$ cat src/rtl/flappy_pkg.sv
// Shared constants and types for the flappy-bird LED game blocks.
// Holds the matrix geometry, the column bitmap type and the gap geometry
// defaults used by the scroller, collision checker and renderers.
package flappy_pkg;

  localparam int unsigned ROWS       = 16;  // matrix height, row 0 = top
  localparam int unsigned NUM_COLS   = 16;  // matrix width, col 0 = left
  localparam int unsigned GAP_OFFSET = 2;   // added to gap height; keeps row 0 solid
  localparam int unsigned MIN_GAP    = 3;   // gap length for size == 0

  // One matrix column, bit r = pixel in row r, 1 = pipe.
  typedef logic [ROWS-1:0] column_t;

endpackage

$ cat src/rtl/pipe_column_gen.sv
// Combinational pipe column builder.
// Turns a (height, size) gap request into one column bitmap: the gap rows
// are 0 and every other row is 1. The gap is clipped at the bottom edge,
// and a gap starting below the matrix yields a solid column.
// Ports:
//   height  in  3     gap height from the gap generator
//   size    in  3     gap size; only size[1:0] affects the length
//   column  out ROWS  resulting column bitmap, 1 = pipe
module pipe_column_gen
  import flappy_pkg::*;
#(
  parameter int unsigned ROWS       = flappy_pkg::ROWS,
  parameter int unsigned GAP_OFFSET = flappy_pkg::GAP_OFFSET,
  parameter int unsigned MIN_GAP    = flappy_pkg::MIN_GAP
) (
  input  logic [2:0]      height,
  input  logic [2:0]      size,
  output logic [ROWS-1:0] column
);

  // 5-bit arithmetic: largest top+len stays below 32, so nothing wraps.
  logic [4:0] top;
  logic [4:0] len_raw;
  logic [4:0] len;
  logic [4:0] gap_end;
  logic       unused_size_msb;

  assign unused_size_msb = size[2];

  always_comb begin
    top     = 5'(height) + 5'(GAP_OFFSET);
    len_raw = 5'(MIN_GAP) + 5'(size[1:0]);
    len     = len_raw;
    if (top >= 5'(ROWS)) begin
      len = '0;
    end else if (top + len_raw > 5'(ROWS)) begin
      len = 5'(ROWS) - top;
    end
    gap_end = top + len;
    column  = '1;
    for (int unsigned r = 0; r < ROWS; r++) begin
      if ((5'(r) >= top) && (5'(r) < gap_end)) begin
        column[r] = 1'b0;
      end
    end
  end

endmodule

$ cat src/rtl/pipe_scroller.sv
// Scrolling pipe field for the LED matrix.
// Every scroll step the field shifts one column left and a new column enters
// at the right edge; pipe columns carry a gap sampled from the gap generator.
// Ports:
//   clock        in   1              system clock
//   reset        in   1              synchronous, active-high
//   enable       in   1              game running; low freezes all state
//   height       in   3              gap height from the gap generator
//   size         in   3              gap size from the gap generator
//   pipe_map     out  ROWS*NUM_COLS  bit [c*ROWS+r] = pixel (r,c), 1 = pipe
//   bird_column  out  ROWS           column BIRD_COL of pipe_map
//   scroll_tick  out  1              pulse in the cycle a new map first shows
//   score_pulse  out  1              pulse when a pipe's last column leaves BIRD_COL
module pipe_scroller
  import flappy_pkg::*;
#(
  parameter int unsigned ROWS         = flappy_pkg::ROWS,
  parameter int unsigned NUM_COLS     = flappy_pkg::NUM_COLS,
  parameter int unsigned TICK_DIV     = 5000000,
  parameter int unsigned PIPE_SPACING = 8,
  parameter int unsigned PIPE_WIDTH   = 2,
  parameter int unsigned GAP_OFFSET   = flappy_pkg::GAP_OFFSET,
  parameter int unsigned MIN_GAP      = flappy_pkg::MIN_GAP,
  parameter int unsigned BIRD_COL     = 3
) (
  input  logic                     clock,
  input  logic                     reset,
  input  logic                     enable,
  input  logic [2:0]               height,
  input  logic [2:0]               size,
  output logic [ROWS*NUM_COLS-1:0] pipe_map,
  output logic [ROWS-1:0]          bird_column,
  output logic                     scroll_tick,
  output logic                     score_pulse
);

  localparam int unsigned TW = (TICK_DIV > 1) ? $clog2(TICK_DIV) : 1;
  localparam int unsigned SW = (PIPE_SPACING > 1) ? $clog2(PIPE_SPACING) : 1;
  // Spawn count at which a pipe's first column enters.
  localparam int unsigned S  = PIPE_SPACING - PIPE_WIDTH;

  logic [TW-1:0]   tick_cnt;
  logic [SW-1:0]   spawn_cnt;
  logic [2:0]      lat_height;
  logic [2:0]      lat_size;
  logic [ROWS-1:0] cols [NUM_COLS];

  logic            step;
  logic            gap_sample;
  logic            in_pipe;
  logic [2:0]      gen_height;
  logic [2:0]      gen_size;
  logic [ROWS-1:0] gen_col;
  logic [ROWS-1:0] entry_col;

  assign step       = enable && (tick_cnt == TW'(TICK_DIV - 1));
  assign gap_sample = (spawn_cnt == SW'(S));
  assign in_pipe    = (spawn_cnt >= SW'(S));

  // The first column of a pipe uses the live inputs; the rest reuse the
  // latched copy so all columns of one pipe are identical.
  assign gen_height = gap_sample ? height : lat_height;
  assign gen_size   = gap_sample ? size   : lat_size;

  pipe_column_gen #(
    .ROWS       (ROWS),
    .GAP_OFFSET (GAP_OFFSET),
    .MIN_GAP    (MIN_GAP)
  ) u_column_gen (
    .height (gen_height),
    .size   (gen_size),
    .column (gen_col)
  );

  assign entry_col = in_pipe ? gen_col : '0;

  always_ff @(posedge clock) begin
    if (reset) begin
      tick_cnt    <= '0;
      spawn_cnt   <= '0;
      lat_height  <= '0;
      lat_size    <= '0;
      scroll_tick <= 1'b0;
      score_pulse <= 1'b0;
      for (int unsigned c = 0; c < NUM_COLS; c++) begin
        cols[c] <= '0;
      end
    end else if (step) begin
      tick_cnt    <= '0;
      spawn_cnt   <= (spawn_cnt == SW'(PIPE_SPACING - 1)) ? '0 : spawn_cnt + 1'b1;
      scroll_tick <= 1'b1;
      // Last pipe column leaves the bird column: bird column occupied now,
      // column sliding into it is empty.
      score_pulse <= (cols[BIRD_COL] != '0) && (cols[BIRD_COL+1] == '0);
      if (gap_sample) begin
        lat_height <= height;
        lat_size   <= size;
      end
      for (int unsigned c = 0; c < NUM_COLS - 1; c++) begin
        cols[c] <= cols[c+1];
      end
      cols[NUM_COLS-1] <= entry_col;
    end else begin
      if (enable) begin
        tick_cnt <= tick_cnt + 1'b1;
      end
      scroll_tick <= 1'b0;
      score_pulse <= 1'b0;
    end
  end

  always_comb begin
    pipe_map = '0;
    for (int unsigned c = 0; c < NUM_COLS; c++) begin
      pipe_map[c*ROWS +: ROWS] = cols[c];
    end
  end

  assign bird_column = cols[BIRD_COL];

endmodule
$ cat config.mk
export PLATFORM = sky130hd
export DESIGN_NAME = pipe_scroller
export DESIGN_NICKNAME = d
export VERILOG_FILES = /design/src/rtl/flappy_pkg.sv /design/src/rtl/pipe_column_gen.sv /design/src/rtl/pipe_scroller.sv
export SDC_FILE = /design/constraint.sdc
export NUM_CORES = 1
export LEC_CHECK = 0
export ABC_AREA = 1
export BUFFER_PORTS_ARGS = -buffer_cell sky130_fd_sc_hd__buf_2
export CAP_MARGIN = 0
export CELL_PAD_IN_SITES_DETAIL_PLACEMENT = 0
export CELL_PAD_IN_SITES_GLOBAL_PLACEMENT = 2
export CORE_MARGIN = 1.5
export CORE_UTILIZATION = 35
export DETAILED_ROUTE_END_ITERATION = 7
export MAX_ROUTING_LAYER = met4
export PLACE_DENSITY = 0.88
export REMOVE_ABC_BUFFERS = 1
export SLEW_MARGIN = 30
export SYNTH_ARGS = -nofsm -noshare
export SYNTH_HDL_FRONTEND = slang
export SYNTH_HIERARCHICAL = 1
export SYNTH_SLANG_ARGS = --single-unit
$ cat constraint.sdc
create_clock -name clock -period 6.6 [get_ports clock]
set_input_delay 1.98 -clock clock [delete_from_list [all_inputs] [get_ports clock]]
set_output_delay 1.98 -clock clock [all_outputs]
set_load 0.02 [all_outputs]
==> impl_summary.txt, run 1 <==
----------------------------------------------------
[Run status]
  Status ... finished, final reports clean

[Drt]
  Routed WL per cell ... between 10 and 15 um
  Met3 wirelength from detailed routing ... around 2300 um
  Number of routed nets with antenna violations ... 0
  Met1 layer wirelength in the final routing ... 12700 um
  First-pass iteration count of the detailed router ... 4
  Routed vias/inst ... 4.27
  Routed wire length ... about 30000 um
  WL met2 ... 13900 um
  Number of DRC violations after detailed routing ... 0
  Highest metal layer with signal wires ... met4
  Initial drt markers ... 486
  Vias post-DR ... ~8.8k

[Synth]
  Avg Cell Area, Syn ... between 10 and 15 sq um
  Synthesized instance count ... about 1.2k
  Area of the mapped netlist ... roughly 13000 sq um
  Number of warnings reported in the yosys synthesis log ... 6

[GRT]
  Maximum number of pins on one net before global-route repair ... 93
  GR Util All Layers ... between 10% and 20%
  Vias in the first global route ... about 8.4k
  Overflow after GRT ... 0
  Number of antenna violations at the first check in global routing ... 1
  Wire length of the first global-routing pass ... 44800 um

[Placed design]
  Final Wtd Congestion ... 0.824
  Dpl hpwl ... 21200 um
  Area after detailed placement ... 15100 sq um
  Worst-case setup slack after placement ... around 810 ps
  Count of input and output buffers ... 281

[Min path]
  Min-Delay Startpoint ... lat_height[1]
  Worst Hold Class ... flop to flop
  Cell depth of the worst hold path ... 2

[Floorplan]
  Die outline area ... 39400 sq um
  Number of placement rows ... just over 70
  Die Wd ... 198 um
  Height of the chip ... 198 um
  Initial core utilization ... 35.5%
  Placeable Area ... 37700 sq um
  Count of boundary I/O pins ... ~280

[Timing]
  Tightest hold margin ... 445 ps
  Final hold violations ... 0
  Final worst-path setup slack ... approximately 1300 ps
  Unrepaired setup endpoints after global routing ... false
  Max-slew headroom ... roughly half
  Measured slew at the worst slew-check pin ... 751 ps
  Setup TNS ... 0 ps
  Final Max Slew Viols ... 0
  Final critical-path required period ... 5260 ps
  Setup-violating endpoint count in the final report ... 0
  Setup Skew ... 23.8 ps
  Final worst path period share ... between 70% and 80%
  Max Freq ... ~190 MHz

[Cells and area]
  # nets final ... 1558
  Final-layout fill cell count ... 3678
  Area growth, synth to finish ... 21.3%
  Layout cell share with drive strength beyond 1 ... 29.2%
  Most frequent cells in the layout ... sky130_fd_sc_hd__inv_1, sky130_fd_sc_hd__buf_2, sky130_fd_sc_hd__edfxtp_1
  Area of all placed cells without fillers ... about 16000 sq um
  Leading cell type in the layout, fill and taps excluded ... sky130_fd_sc_hd__inv_1

[Critical path]
  Biggest fanout along the worst timing path ... 7
  Critical Setup Path Class ... primary input to flop
  Logic depth of the worst register-to-register path ... 22
  Category of the worst setup path capture point ... flop
  Setup crit start kind ... primary input
  Startpoint of the worst setup timing path ... size[0]
  Data arrival, critical path ... ~5500 ps
  Required time of the worst setup path ... 6830 ps
  Critical R2R Launch ... spawn_cnt[0]

[Power]
  Power density over the cells ... 261 nW/um^2
  Sw Share ... 24.1%
  Switching power ... 1.02 mW
  Portion of total power attributed to combinational logic ... 7.8%
  Relative contribution of the clock network to total power ... 42.0%
  IR drop worst, VDD ... around 0.17 mV
  Cell leakage power ... 7.33 nW
  Pint ... roughly 3.2 mW
  Register share of total power ... about half

[Clock tree]
  H-tree level count ... 2
  TritonCTS clock tree ... built
  Resize count post-CTS ... 0
  Hold buffer count at cts ... 0
  Total CTS buffers ... 34
  Buffer type at the clock tree root ... sky130_fd_sc_hd__clkbuf_16
  Total setup buffers inserted after CTS ... 0
  Sink Count ... 289
  Clock slew at reported path FFs ... 60 ps
  Maximum number of buffers from clock root to sink ... 3
  Clock Latency Late Sink ... 510 ps

[Flow run]
  Max Cap Viol ... 0

----------------------------------------------------
-- final timing paths --
kind	slack, ps	to
hold / removal	450	lat_height[1]
setup reg to reg	1950	cols[0][252]
setup / recovery	1340	cols[0][252]
hold reg to reg	450	lat_height[1]
-- registers in the layout, summed over array words and instances (netlist names) --
name and count:
tick_cnt 23, lat_height 3, lat_size 2, scroll_tick 1, cols 256, score_pulse 1
spawn_cnt 3
-- layout make-up --
cell class	count	area, sq um	share of cell area (%)
Sequential cell	289	8350	51.5
Multi-Input combinational cell	594	3440	21.2
Timing Repair Buffer	292	1530	9.43
Inverter	314	1190	7.35
Clock buffer	49	1000	6.17
Tap cell	511	639	3.94
Clock inverter	11	60.1	0.370
Antenna cell	1	2.50	0.0154
-- stage by stage --
step | instances | power [mW] | util [%]
3_3_place_gp | 2000 | 2.50 | 40.2
4_1_cts | 2060 | 4.30 | 43.0
3_5_place_dp | 2000 | 2.50 | 40.2
5_1_grt | 2061 | 4.39 | 43.1
2_1_floorplan | 1197 | 2.37 | -
6_report | 2061 | 4.24 | 43.1
-- critical path, stage by stage --
cell                      delay [ps]
sky130_fd_sc_hd__buf_2            90
sky130_fd_sc_hd__mux2_2          270
sky130_fd_sc_hd__inv_1           100
sky130_fd_sc_hd__ha_1            270
sky130_fd_sc_hd__fa_1            530
sky130_fd_sc_hd__inv_1            40
sky130_fd_sc_hd__nor2_1           80
sky130_fd_sc_hd__nand2_1          60
sky130_fd_sc_hd__nand2_1          60
sky130_fd_sc_hd__nand2_2          80
sky130_fd_sc_hd__nand2_1         180
sky130_fd_sc_hd__o21ai_0         130
sky130_fd_sc_hd__ha_1            230
sky130_fd_sc_hd__fa_1            440
sky130_fd_sc_hd__xor2_1          340
sky130_fd_sc_hd__inv_1           170
sky130_fd_sc_hd__o31ai_1         260
sky130_fd_sc_hd__nand2_1          90
sky130_fd_sc_hd__inv_1            60
sky130_fd_sc_hd__nor2_1           40
-- power groups by stage --
stage | logic, mW | clock network (mW) | registers [mW]
floorplan | 0.0793 | 0 | 2.30
global placement | 0.332 | 0 | 2.17
detailed placement | 0.334 | 0 | 2.17
CTS | 0.334 | 1.84 | 2.13
global route | 0.356 | 1.89 | 2.14
finish | 0.329 | 1.78 | 2.13
-- routing by layer --
metal	track usage, %	vias to the layer above
met5	-	-
met4	4.32	0
met3	3.98	44
li1	-	4364
met1	18.1	4132
met2	25.0	260
No activity file was read; power rests on OpenSTA's default activity.
==> run 2, diff against run 1 <==
--- a/config.mk
+++ b/config.mk
@@ -5,16 +5,16 @@
 export SDC_FILE = /design/constraint.sdc
 export NUM_CORES = 1
 export LEC_CHECK = 0
-export ABC_AREA = 1
+export ABC_AREA = 0
 export BUFFER_PORTS_ARGS = -buffer_cell sky130_fd_sc_hd__buf_2
 export CAP_MARGIN = 0
 export CELL_PAD_IN_SITES_DETAIL_PLACEMENT = 0
 export CELL_PAD_IN_SITES_GLOBAL_PLACEMENT = 2
 export CORE_MARGIN = 1.5
-export CORE_UTILIZATION = 35
+export CORE_UTILIZATION = 33
 export DETAILED_ROUTE_END_ITERATION = 7
 export MAX_ROUTING_LAYER = met4
-export PLACE_DENSITY = 0.88
+export PLACE_DENSITY = 0.84
 export REMOVE_ABC_BUFFERS = 1
 export SLEW_MARGIN = 30
 export SYNTH_ARGS = -nofsm -noshare
==> constraint.sdc (replaced) <==
create_clock -name clock -period 4.76 [get_ports clock]
set_input_delay 1.428 -clock clock [delete_from_list [all_inputs] [get_ports clock]]
set_output_delay 1.428 -clock clock [all_outputs]
set_load 0.02 [all_outputs]
==> impl_summary.txt, run 2 <==
----------------------------------------------------
[Timing]
  Measured slew at the worst slew-check pin ... 846 ps (was 751 ps)
  Setup Skew ... 12.2 ps (was 23.8 ps)
  Unrepaired setup endpoints after global routing ... true (was false)
  Final critical-path required period ... 4660 ps
  Setup TNS ... 0 ps (unchanged)
  Setup-violating endpoint count in the final report ... 0 (unchanged)
  Max Freq ... 215 MHz
  Final Max Slew Viols ... 0 (unchanged)
  Final worst path period share ... a little over nine tenths
  Final worst-path setup slack ... 104 ps (was 1340 ps)
  Max-slew headroom ... 43.4% (was 49.9%)
  Final hold violations ... 0 (unchanged)

[Placed design]
  Worst-case setup slack after placement ... -717 ps (was 814 ps)
  Count of input and output buffers ... 281 (unchanged)
  Dpl hpwl ... 20100 um (was 21200 um)
  Final Wtd Congestion ... 0.825 (was 0.824)

[Run status]
  Status ... finished, final reports clean (unchanged)

[Clock tree]
  Clock slew at reported path FFs ... 50 ps (was 60 ps)
  Buffer type at the clock tree root ... sky130_fd_sc_hd__clkbuf_16 (unchanged)
  Maximum number of buffers from clock root to sink ... 3 (unchanged)
  H-tree level count ... 2 (unchanged)
  Clock Latency Late Sink ... 530 ps (was 510 ps)
  Total CTS buffers ... 35 (was 34)
  TritonCTS clock tree ... built (unchanged)
  Hold buffer count at cts ... 0 (unchanged)
  Sink Count ... 289 (unchanged)

[Drt]
  Number of DRC violations after detailed routing ... 0 (unchanged)
  Number of routed nets with antenna violations ... 0 (unchanged)
  Routed WL per cell ... 17.8 um (was 14.3 um)
  Vias post-DR ... 7926 (was 8800)
  Routed vias/inst ... 4.72 (was 4.27)
  Initial drt markers ... 425 (was 486)
  First-pass iteration count of the detailed router ... 4 (unchanged)
  Routed wire length ... 29800 um (was 29500 um)

[Min path]
  Worst Hold Class ... flop to flop (unchanged)

[Floorplan]
  Number of placement rows ... 70 (was 71)
  Die outline area ... 38400 sq um (was 39400 sq um)
  Die Wd ... 196 um (was 198 um)
  Initial core utilization ... 33.6% (was 35.5%)
  Count of boundary I/O pins ... 283 (unchanged)
  Height of the chip ... 196 um (was 198 um)
  Placeable Area ... 36600 sq um (was 37700 sq um)

[Power]
  Cell leakage power ... 6.07 nW (was 7.33 nW)
  Power density over the cells ... 373 nW/um^2 (was 261 nW/um^2)
  Total chip power ... 5.80 mW (was 4.24 mW)
  IR drop worst, VDD ... 0.279 mV (was 0.169 mV)

[GRT]
  GR Util All Layers ... 15.9% (was 15.1%)
  Number of antenna violations at the first check in global routing ... 0 (was 1)
  Overflow after GRT ... 0 (unchanged)
  Vias in the first global route ... 7697 (was 8355)
  Maximum number of pins on one net before global-route repair ... 163 (was 93)
  Wire length of the first global-routing pass ... 45300 um (was 44800 um)

[Synth]
  Synthesized instance count ... 877 (was 1244)
  Number of warnings reported in the yosys synthesis log ... 6 (unchanged)
  Avg Cell Area, Syn ... 14.0 sq um (was 10.7 sq um)
  Area of the mapped netlist ... 12300 sq um (was 13400 sq um)

[Critical path]
  Critical Setup Path Class ... primary input to flop (unchanged)
  Required time of the worst setup path ... 5040 ps (was 6830 ps)
  Setup crit start kind ... primary input (unchanged)
  Biggest fanout along the worst timing path ... 8 (was 7)
  Category of the worst setup path capture point ... flop (unchanged)
  Data arrival, critical path ... 4930 ps (was 5490 ps)

[Cells and area]
  N_diodes ... 0 (was 1)
  Layout cell share with drive strength beyond 1 ... 35.0% (was 29.2%)
  Leading cell type in the layout, fill and taps excluded ... sky130_fd_sc_hd__buf_2 (was sky130_fd_sc_hd__inv_1)
  Most frequent cells in the layout ... sky130_fd_sc_hd__buf_2, sky130_fd_sc_hd__edfxtp_1, sky130_fd_sc_hd__and2_1 (was sky130_fd_sc_hd__inv_1, sky130_fd_sc_hd__buf_2, sky130_fd_sc_hd__edfxtp_1)
  Biggest registers after layout ... cols: 256 flops, tick_cnt: 23 flops (unchanged)
  Largest Register ... cols (unchanged)
  Max FFs per register ... 256 (unchanged)
  Core occupancy in the finished layout ... 42.5% (was 43.1%)
  Final-layout fill cell count ... 3438 (was 3678)
  Area growth, synth to finish ... 26.5% (was 21.3%)
  # nets final ... 1219 (was 1558)

[Flow run]
  Max Cap Viol ... 0 (unchanged)

----------------------------------------------------
-- run 2: layer usage --
| layer | global-route usage, % | vias to the layer above | wire length (um) |
|---|---|---|---|
| li1 | - | 3758 | - |
| met1 | 19.8 | 3834 | 12900 |
| met2 | 24.7 | 276 | 13800 |
| met3 | 4.87 | 58 | 2330 |
| met4 | 5.21 | 0 | 737 |
| met5 | - | - | 0 |
-- run 2: stage by stage --
| stage | hold WS, ps | cells | instance area (sq um) |
|---|---|---|---|
| 2_1_floorplan | 440 | 819 | 11900 |
| 3_3_place_gp | 454 | 1615 | 14300 |
| 3_5_place_dp | 466 | 1615 | 14300 |
| 4_1_cts | 473 | 1676 | 15400 |
| 5_1_grt | 497 | 1678 | 15500 |
| 6_report | 473 | 1678 | 15500 |
-- run 2: path summary, 6_finish.rpt --
path,from,end,slack [ps],cells past startpoint
max,size[0],cols[0][249],100,17
min,lat_size[1],lat_size[1],470,2
max reg2reg,spawn_cnt[0],cols[0][249],230,19
min reg2reg,lat_size[1],lat_size[1],470,2
-- run 2: repair_timing --
item                       4_1_cts  5_1_grt
setup endpoints to repair       13       15
gates resized for setup          5       23
buffers inserted                 0        2
pin swaps                        0        7
hold endpoints to repair         0        0
-- run 2: critical path: stages --
cell and delay, ps:
sky130_fd_sc_hd__buf_2 90, sky130_fd_sc_hd__mux2_2 280, sky130_fd_sc_hd__inv_2 90, sky130_fd_sc_hd__ha_2 180
sky130_fd_sc_hd__inv_1 50, sky130_fd_sc_hd__fa_1 460, sky130_fd_sc_hd__nor2b_2 170, sky130_fd_sc_hd__o221a_2 260
sky130_fd_sc_hd__nor2_4 100, sky130_fd_sc_hd__mux2i_1 100, sky130_fd_sc_hd__ha_2 200, sky130_fd_sc_hd__fa_2 440
sky130_fd_sc_hd__and3_1 190, sky130_fd_sc_hd__or2_4 280, sky130_fd_sc_hd__nor4_1 360, sky130_fd_sc_hd__a311oi_1 80
sky130_fd_sc_hd__and2_1 170
-- run 2: layout make-up --
type	count	area (sq um)	area share, %
repair buffers	330	1830	11.8
well taps	468	586	3.77
inverters	17	63.8	0.411
clock inverters	13	62.6	0.403
flip-flops and latches	289	8350	53.7
clock buffers	48	997	6.42
multi-input cells	513	3660	23.5
-- run 2: report_power, final --
part           total [mW]  internal [mW]  switching [mW]
clock network        2.48           1.46            1.02
registers            2.94           2.87          0.0643
logic               0.382          0.105           0.276
